$ cat src/rtl/pipe_ctrl_pkg.sv
// Shared encodings, the per-stage control bundle and small hazard helpers
// for the pipelined MIPS control unit.
package pipe_ctrl_pkg;

    localparam int REG_AW = 5;

    // Primary opcodes (instr[31:26])
    localparam logic [5:0] OP_RTYPE = 6'b000000;
    localparam logic [5:0] OP_J     = 6'b000010;
    localparam logic [5:0] OP_JAL   = 6'b000011;
    localparam logic [5:0] OP_BEQ   = 6'b000100;
    localparam logic [5:0] OP_BNE   = 6'b000101;
    localparam logic [5:0] OP_LW    = 6'b100011;
    localparam logic [5:0] OP_SW    = 6'b101011;
    // I-type arithmetic is the whole 001xxx opcode group
    localparam logic [2:0] OP_IARITH_HI = 3'b001;

    // R-type function codes (instr[5:0])
    localparam logic [5:0] FUNCT_JR = 6'b001000;

    localparam logic [1:0] JUMP_NONE = 2'b00;
    localparam logic [1:0] JUMP_J    = 2'b01;
    localparam logic [1:0] JUMP_JAL  = 2'b10;
    localparam logic [1:0] JUMP_JR   = 2'b11;

    localparam logic [1:0] BRANCH_NONE = 2'b00;
    localparam logic [1:0] BRANCH_BEQ  = 2'b01;
    localparam logic [1:0] BRANCH_BNE  = 2'b10;

    localparam logic [1:0] ALUOP_ADD    = 2'b00;
    localparam logic [1:0] ALUOP_SUB    = 2'b01;
    localparam logic [1:0] ALUOP_RFUNC  = 2'b10;
    localparam logic [1:0] ALUOP_IARITH = 2'b11;

    localparam logic [1:0] FWD_REGFILE = 2'b00;
    localparam logic [1:0] FWD_MEMWB   = 2'b01;
    localparam logic [1:0] FWD_EXMEM   = 2'b10;

    localparam logic [REG_AW-1:0] REG_LINK = 5'd31;

    // Control bundle carried through ID/EX, EX/MEM and MEM/WB.
    // An all-zero value is a bubble.
    typedef struct packed {
        logic              regdst;
        logic              alusrc;
        logic [1:0]        aluop;
        logic [1:0]        branch;
        logic              mem_read;
        logic              mem_write;
        logic              regwrite;
        logic              memtoreg;
        logic              link;
        logic [REG_AW-1:0] rs;
        logic [REG_AW-1:0] rt;
        logic [REG_AW-1:0] dst;
    } ctrl_t;

    // True when a later-stage instruction writes a register the ID
    // instruction actually reads.
    function automatic logic src_hit(input ctrl_t stg, input logic use_rs,
                                     input logic use_rt,
                                     input logic [REG_AW-1:0] rs,
                                     input logic [REG_AW-1:0] rt);
        return stg.regwrite && (stg.dst != '0) &&
               ((use_rs && (stg.dst == rs)) || (use_rt && (stg.dst == rt)));
    endfunction

    // EX operand select: the younger producer (EX/MEM) wins over MEM/WB.
    function automatic logic [1:0] fwd_sel(input ctrl_t mem, input ctrl_t wb,
                                           input logic [REG_AW-1:0] src);
        if (mem.regwrite && (mem.dst != '0) && (mem.dst == src))
            return FWD_EXMEM;
        else if (wb.regwrite && (wb.dst != '0) && (wb.dst == src))
            return FWD_MEMWB;
        else
            return FWD_REGFILE;
    endfunction

endpackage

$ cat src/rtl/pipe_ctrl_unit_decode.sv
// Combinational ID-stage decoder: instruction word to control bundle,
// source-register usage flags and jump kind.
module ctrl_decode
    import pipe_ctrl_pkg::*;
(
    input  logic [31:0] instr_i,
    input  logic        valid_i,
    output ctrl_t       ctrl_o,
    output logic        use_rs_o,
    output logic        use_rt_o,
    output logic [1:0]  jump_o
);

    logic [5:0] op;
    logic [5:0] funct;
    logic       is_nop;
    logic       is_r, is_jr, is_j, is_jal, is_beq, is_bne, is_lw, is_sw, is_iar;

    // Classify the opcode, then build the bundle; a NOP leaves everything zero.
    always_comb begin
        op     = instr_i[31:26];
        funct  = instr_i[5:0];
        is_nop = !valid_i || (instr_i == 32'd0);
        is_r   = !is_nop && (op == OP_RTYPE);
        is_jr  = is_r && (funct == FUNCT_JR);
        is_j   = !is_nop && (op == OP_J);
        is_jal = !is_nop && (op == OP_JAL);
        is_beq = !is_nop && (op == OP_BEQ);
        is_bne = !is_nop && (op == OP_BNE);
        is_lw  = !is_nop && (op == OP_LW);
        is_sw  = !is_nop && (op == OP_SW);
        is_iar = !is_nop && (op[5:3] == OP_IARITH_HI);

        ctrl_o   = '0;
        use_rs_o = 1'b0;
        use_rt_o = 1'b0;
        jump_o   = JUMP_NONE;

        if (!is_nop) begin
            ctrl_o.rs        = instr_i[25:21];
            ctrl_o.rt        = instr_i[20:16];
            ctrl_o.regdst    = is_r;
            ctrl_o.alusrc    = is_iar | is_lw | is_sw;
            ctrl_o.mem_read  = is_lw;
            ctrl_o.memtoreg  = is_lw;
            ctrl_o.mem_write = is_sw;
            ctrl_o.link      = is_jal;

            if (is_r)                 ctrl_o.aluop = ALUOP_RFUNC;
            else if (is_iar)          ctrl_o.aluop = ALUOP_IARITH;
            else if (is_beq | is_bne) ctrl_o.aluop = ALUOP_SUB;
            else                      ctrl_o.aluop = ALUOP_ADD;

            if (is_beq)      ctrl_o.branch = BRANCH_BEQ;
            else if (is_bne) ctrl_o.branch = BRANCH_BNE;

            if (is_r)                 ctrl_o.dst = instr_i[15:11];
            else if (is_iar | is_lw)  ctrl_o.dst = instr_i[20:16];
            else if (is_jal)          ctrl_o.dst = REG_LINK;

            // Writing r0 is a no-op, so it never counts as a producer.
            ctrl_o.regwrite = ((is_r && !is_jr) | is_iar | is_lw | is_jal) &&
                              (ctrl_o.dst != '0);

            use_rs_o = is_r | is_iar | is_lw | is_sw | is_beq | is_bne;
            use_rt_o = (is_r && !is_jr) | is_sw | is_beq | is_bne;

            if (is_j)        jump_o = JUMP_J;
            else if (is_jal) jump_o = JUMP_JAL;
            else if (is_jr)  jump_o = JUMP_JR;
        end
    end

endmodule

$ cat src/rtl/pipe_ctrl_unit.sv
// Pipelined control unit: decodes the IF/ID instruction, carries controls
// through ID/EX, EX/MEM and MEM/WB, and produces stall, flush and EX
// operand-forwarding selects.
module pipe_ctrl_unit
    import pipe_ctrl_pkg::*;
#(
    parameter int FORWARDING = 1,
    parameter int RA_W       = 5
)
(
    input  logic            clk,
    input  logic            rst_n,
    input  logic [31:0]     id_instr,
    input  logic            id_valid,
    input  logic            ex_br_taken,
    output logic            pc_hold,
    output logic            ifid_flush,
    output logic [1:0]      id_jump,
    output logic            ex_regdst,
    output logic            ex_alusrc,
    output logic [1:0]      ex_aluop,
    output logic [1:0]      ex_branch,
    output logic [1:0]      ex_fwd_a,
    output logic [1:0]      ex_fwd_b,
    output logic            mem_read,
    output logic            mem_write,
    output logic            wb_regwrite,
    output logic            wb_memtoreg,
    output logic            wb_link,
    output logic [RA_W-1:0] wb_dst
);

    ctrl_t      dec_ctrl;
    logic       dec_use_rs;
    logic       dec_use_rt;
    logic [1:0] dec_jump;

    ctrl_t idex_q,  idex_d;
    ctrl_t exmem_q, exmem_d;
    ctrl_t memwb_q, memwb_d;

    logic ld_use, raw_hz, jr_wait, stall, br_flush;

    ctrl_decode u_decode (
        .instr_i  (id_instr),
        .valid_i  (id_valid),
        .ctrl_o   (dec_ctrl),
        .use_rs_o (dec_use_rs),
        .use_rt_o (dec_use_rt),
        .jump_o   (dec_jump)
    );

    // Hazard detection and next-state of the three stage registers.
    always_comb begin
        ld_use = idex_q.mem_read &&
                 src_hit(idex_q, dec_use_rs, dec_use_rt, dec_ctrl.rs, dec_ctrl.rt);
        raw_hz = src_hit(idex_q,  dec_use_rs, dec_use_rt, dec_ctrl.rs, dec_ctrl.rt) ||
                 src_hit(exmem_q, dec_use_rs, dec_use_rt, dec_ctrl.rs, dec_ctrl.rt);
        // JR resolves in ID, where nothing is forwarded, so it waits for
        // any EX/MEM producer of rs regardless of the forwarding mode.
        jr_wait = (dec_jump == JUMP_JR) &&
                  (src_hit(idex_q,  1'b1, 1'b0, dec_ctrl.rs, dec_ctrl.rt) ||
                   src_hit(exmem_q, 1'b1, 1'b0, dec_ctrl.rs, dec_ctrl.rt));
        stall    = ((FORWARDING != 0) ? ld_use : raw_hz) || jr_wait;
        br_flush = ex_br_taken && (idex_q.branch != BRANCH_NONE);

        // A taken branch discards the ID instruction, so it overrides both
        // the stall and any jump decoded there.
        pc_hold    = stall && !br_flush;
        ifid_flush = br_flush || (!stall && (dec_jump != JUMP_NONE));
        id_jump    = (stall || br_flush) ? JUMP_NONE : dec_jump;

        idex_d  = (stall || br_flush) ? ctrl_t'('0) : dec_ctrl;
        exmem_d = idex_q;
        memwb_d = exmem_q;
    end

    // EX operand forwarding selects.
    always_comb begin
        ex_fwd_a = FWD_REGFILE;
        ex_fwd_b = FWD_REGFILE;
        if (FORWARDING != 0) begin
            ex_fwd_a = fwd_sel(exmem_q, memwb_q, idex_q.rs);
            ex_fwd_b = fwd_sel(exmem_q, memwb_q, idex_q.rt);
        end
    end

    // Stage registers; reset loads bubbles everywhere.
    always_ff @(posedge clk or negedge rst_n) begin
        if (!rst_n) begin
            idex_q  <= '0;
            exmem_q <= '0;
            memwb_q <= '0;
        end else begin
            idex_q  <= idex_d;
            exmem_q <= exmem_d;
            memwb_q <= memwb_d;
        end
    end

    assign ex_regdst   = idex_q.regdst;
    assign ex_alusrc   = idex_q.alusrc;
    assign ex_aluop    = idex_q.aluop;
    assign ex_branch   = idex_q.branch;
    assign mem_read    = exmem_q.mem_read;
    assign mem_write   = exmem_q.mem_write;
    assign wb_regwrite = memwb_q.regwrite;
    assign wb_memtoreg = memwb_q.memtoreg;
    assign wb_link     = memwb_q.link;
    assign wb_dst      = RA_W'(memwb_q.dst);

    // Only part of the WB bundle drives outputs; the rest is carried along.
    logic unused_memwb;
    assign unused_memwb = ^memwb_q;

endmodule

$ cat config.mk
export PLATFORM = sky130hd
export DESIGN_NAME = pipe_ctrl_unit
export DESIGN_NICKNAME = d
export VERILOG_FILES = /design/src/rtl/pipe_ctrl_pkg.sv /design/src/rtl/pipe_ctrl_unit_decode.sv /design/src/rtl/pipe_ctrl_unit.sv
export SDC_FILE = /design/constraint.sdc
export NUM_CORES = 1
export LEC_CHECK = 0
export BUFFER_PORTS_ARGS = -buffer_cell sky130_fd_sc_hd__clkbuf_2
export CAP_MARGIN = 10
export CORE_UTILIZATION = 35
export DETAILED_ROUTE_END_ITERATION = 6
export GPL_ROUTABILITY_DRIVEN = 0
export PLACE_DENSITY = 0.58
export RECOVER_POWER = 100
export SYNTH_ARGS = -nofsm -noshare
export SYNTH_HDL_FRONTEND = slang
export SYNTH_SLANG_ARGS = --single-unit
$ cat constraint.sdc
create_clock -name clk -period 2.5 [get_ports clk]
set_clock_uncertainty 0.15 [all_clocks]
set_input_delay 0.25 -clock clk [delete_from_list [all_inputs] [get_ports clk]]
set_output_delay 0.25 -clock clk [all_outputs]
set_load 0.1 [all_outputs]
==> results.sh <==
export IMPL_portBuffers=59
export IMPL_ant_nets=0
export IMPL_maxSlewViolCount=0
export IMPL_routed_wl_um=5800
export IMPL_dieWidth_um=82.1
export IMPL_grt_pass1_vias=2010
export IMPL_min_period_ns=2.65
export IMPL_hold_viol_final=0
export IMPL_clk_pin_slew_ns=0.07
export IMPL_grt_max_degree=23
export IMPL_grt_pass1_wl_um=9630
export IMPL_busiest_layer="met2"
export IMPL_drive_above_1_share=0.399
export IMPL_place_area_um2=2950
export IMPL_powerDensity_nw_per_um2=436
export IMPL_grt_met3_usage=0.0356
export IMPL_async_reset_ff_frac=1.00
export IMPL_fin_crit_sh=1.06
export IMPL_path_buf_inv=2
export IMPL_irDropWorstVdd_mv=0.218
export IMPL_crit_path_start_kind="flip-flop"
export IMPL_first_iter_violations=51
export IMPL_rsz0062_at_grt="yes"
export IMPL_layout_setup_ws_ns=-0.152
export IMPL_worstPathCellList="or4_4 > o21ai_4 > a2111oi_4 > nand3_2 > buf_6 > nand3_4 > nor3_4 > buf_12"
export IMPL_clk_path_buf_depth=2
export IMPL_max_stage_delay_ns=0.57
export IMPL_layout_commonest_cell="dfrtp_1"
export IMPL_track_usage=0.192
export IMPL_ys_seq_elements=42
export IMPL_max_freq_ghz=0.377
export IMPL_dp_hpwl_um=4520
export IMPL_antennaDiodeCount=0
export IMPL_cts_sinks=42
export IMPL_synthCells=216
export IMPL_clock_latency_ns=0.29
export IMPL_synth_seq_area_share=0.468
export IMPL_synth_ff_type="dfrtp_1"
export IMPL_fill_cells=573
export IMPL_die_y_um=82.1
export IMPL_cts_root_buf="clkbuf_8"
export IMPL_ff_latch_area_um2=1070
export IMPL_htree_num_levels=2
export IMPL_critPathTopFamily="simple AND/OR/NAND/NOR gates"
export IMPL_setup_tns_ns=-0.567
export IMPL_crit_arrival_ns=2.25
export IMPL_rows=28
export IMPL_grt_ovfl_total=0
export IMPL_setup_worst_path_class="flip-flop to output pin"
export IMPL_finalNetCount=341
export IMPL_violations="negative setup slack"
export IMPL_max_cap_violations=0
export IMPL_start_util=0.370
export IMPL_syn_nets=252
export IMPL_outcome="finished with violations"
export IMPL_grt_antenna_before_repair=0
export IMPL_fin_hold_ws_ns=0.0835
export IMPL_p_leak_nw=1.45
export IMPL_core_um2=6060
export IMPL_cts_tree="built"
export IMPL_io_pins=60
export IMPL_vias=1989
export IMPL_setup_viol=6
export IMPL_grtUsageMet2=0.322
export IMPL_grt_met1_usage=0.252
export IMPL_multi_input_area_um2=1280
export IMPL_yosysUniqueCellTypes=51
export IMPL_end_kind="output pin"
export IMPL_cts_buffers=5
export IMPL_postSynthAreaPerCell_um2=10.4
export IMPL_final_cell_mix="dfrtp_1 (36), clkbuf_2 (35), buf_4 (29), nor2_1 (20), clkbuf_1 (20)"
export IMPL_hp_class="input port to flip-flop"
export IMPL_worstPathRequired_ns=2.10
export IMPL_final_util=0.523
export IMPL_cp_max_fo=3
export IMPL_synth_edf_count=0
export IMPL_relSlewSlack=0.202
export IMPL_drc=0
export IMPL_crit_slowest_cell="or4_4"
export IMPL_synth_warnings=0
export IMPL_dieArea_um2=6730
export IMPL_viasPerCell=5.22
export IMPL_synth_area_um2=2240
export IMPL_fin_area_um2=3170
export IMPL_wl_per_cell_um=15.2
export IMPL_dr_pass1_iters=4
export IMPL_area_growth_pct=41.3
export IMPL_worstMarginPinSlew_ns=1.20
[power breakdown]
group / internal [mW] / switching (mW)
logic: 0.0824 / 0.145
clock network: 0.223 / 0.217
registers: 0.698 / 0.0158
total: 1.00 / 0.378
[stage by stage]
stage	setup slack (ns)	instances	power (mW)
6_report	-0.152	381	1.38
5_1_grt	-0.236	381	1.45
4_1_cts	-0.119	377	1.40
3_5_place_dp	0.0948	360	0.950
3_3_place_gp	0.114	360	0.947
2_1_floorplan	-0.451	216	0.857
[tightest hold or removal path, delay by kind of cell]
family | cells | cell delay (ns)
buffers and inverters | 1 | 0.09
and+or+nand+nor | 1 | 0.07
AOI/OAI and AO/OA | 1 | 0.08
[cells in the mapped netlist (5+ instances only)]
cell	n	area (µm²)
or4_1	5	37.5
nor2_1	21	78.8
a221oi_1	7	61.3
nand3_1	13	65.1
nor4_1	11	68.8
xnor2_1	12	105
nor2_2	9	56.3
dfrtp_1	42	1050
nand2_1	8	30.0
xor2_1	18	158
nor3_1	8	40.0
[path summary, 6_finish.rpt]
check                                       from                    end  cells after the start  slack [ns]
setup reg to reg            exmem_q[1]$_DFF_PN0_  exmem_d[17]$_DFF_PN0_                      9        0.19
hold / removal                      id_instr[11]   exmem_d[0]$_DFF_PN0_                      3        0.08
hold reg to reg            exmem_d[18]$_DFF_PN0_    mem_write$_DFF_PN0_                      0        0.20
max in group asynchronous                  rst_n    wb_dst[0]$_DFF_PN0_                      3        0.64
min in group asynchronous                  rst_n    ex_alusrc$_DFF_PN0_                      2        0.57
setup / recovery            exmem_q[1]$_DFF_PN0_             id_jump[0]                      8       -0.15
[repair_timing]
action | in CTS | in global routing
setup endpoints to repair | 5 | 6
setup buffers | 8 | 4
pin swaps | 12 | 8
hold buffers | 1 | 0
endpoints found under the hold margin | 20 | 0
resized for setup | 7 | 4
[layer usage]
metal  vias to the layer above  part of all wire
met5                         -                 0
met4                         0             0.011
met3                         9             0.052
met2                        67              0.49
met1                       954              0.44
li1                        959                 -
[kinds of logic (layout without fill, tap and decap cells)]
kind of cell / after synthesis / count (layout) / share of synthesized area
flops: 42 / 42 / 0.468
xor+xnor: 30 / 30 / 0.117
mux: 3 / 3 / 0.0139
buf+inv: 13 / 103 / 0.0363
simple gates: 101 / 101 / 0.263
compound gates: 27 / 27 / 0.102
[flip-flops by register name (all words and copies together), names as in the netlist]
signal,count
wb_regwrite,1
mem_read,1
wb_dst,5
mem_write,1
ex_aluop,2
exmem_q,7
ex_branch,2
exmem_d,19
ex_regdst,1
wb_memtoreg,1
wb_link,1
ex_alusrc,1
[layout make-up]
class | instances | area share
repair buffers | 93 | 0.197
multi-input cells | 161 | 0.404
inverters | 2 | 0.00237
clock inverters | 1 | 0.00158
well taps | 75 | 0.0296
flip-flops and latches | 42 | 0.338
clock buffers | 7 | 0.0272
No activity file was read; power rests on OpenSTA's default activity.
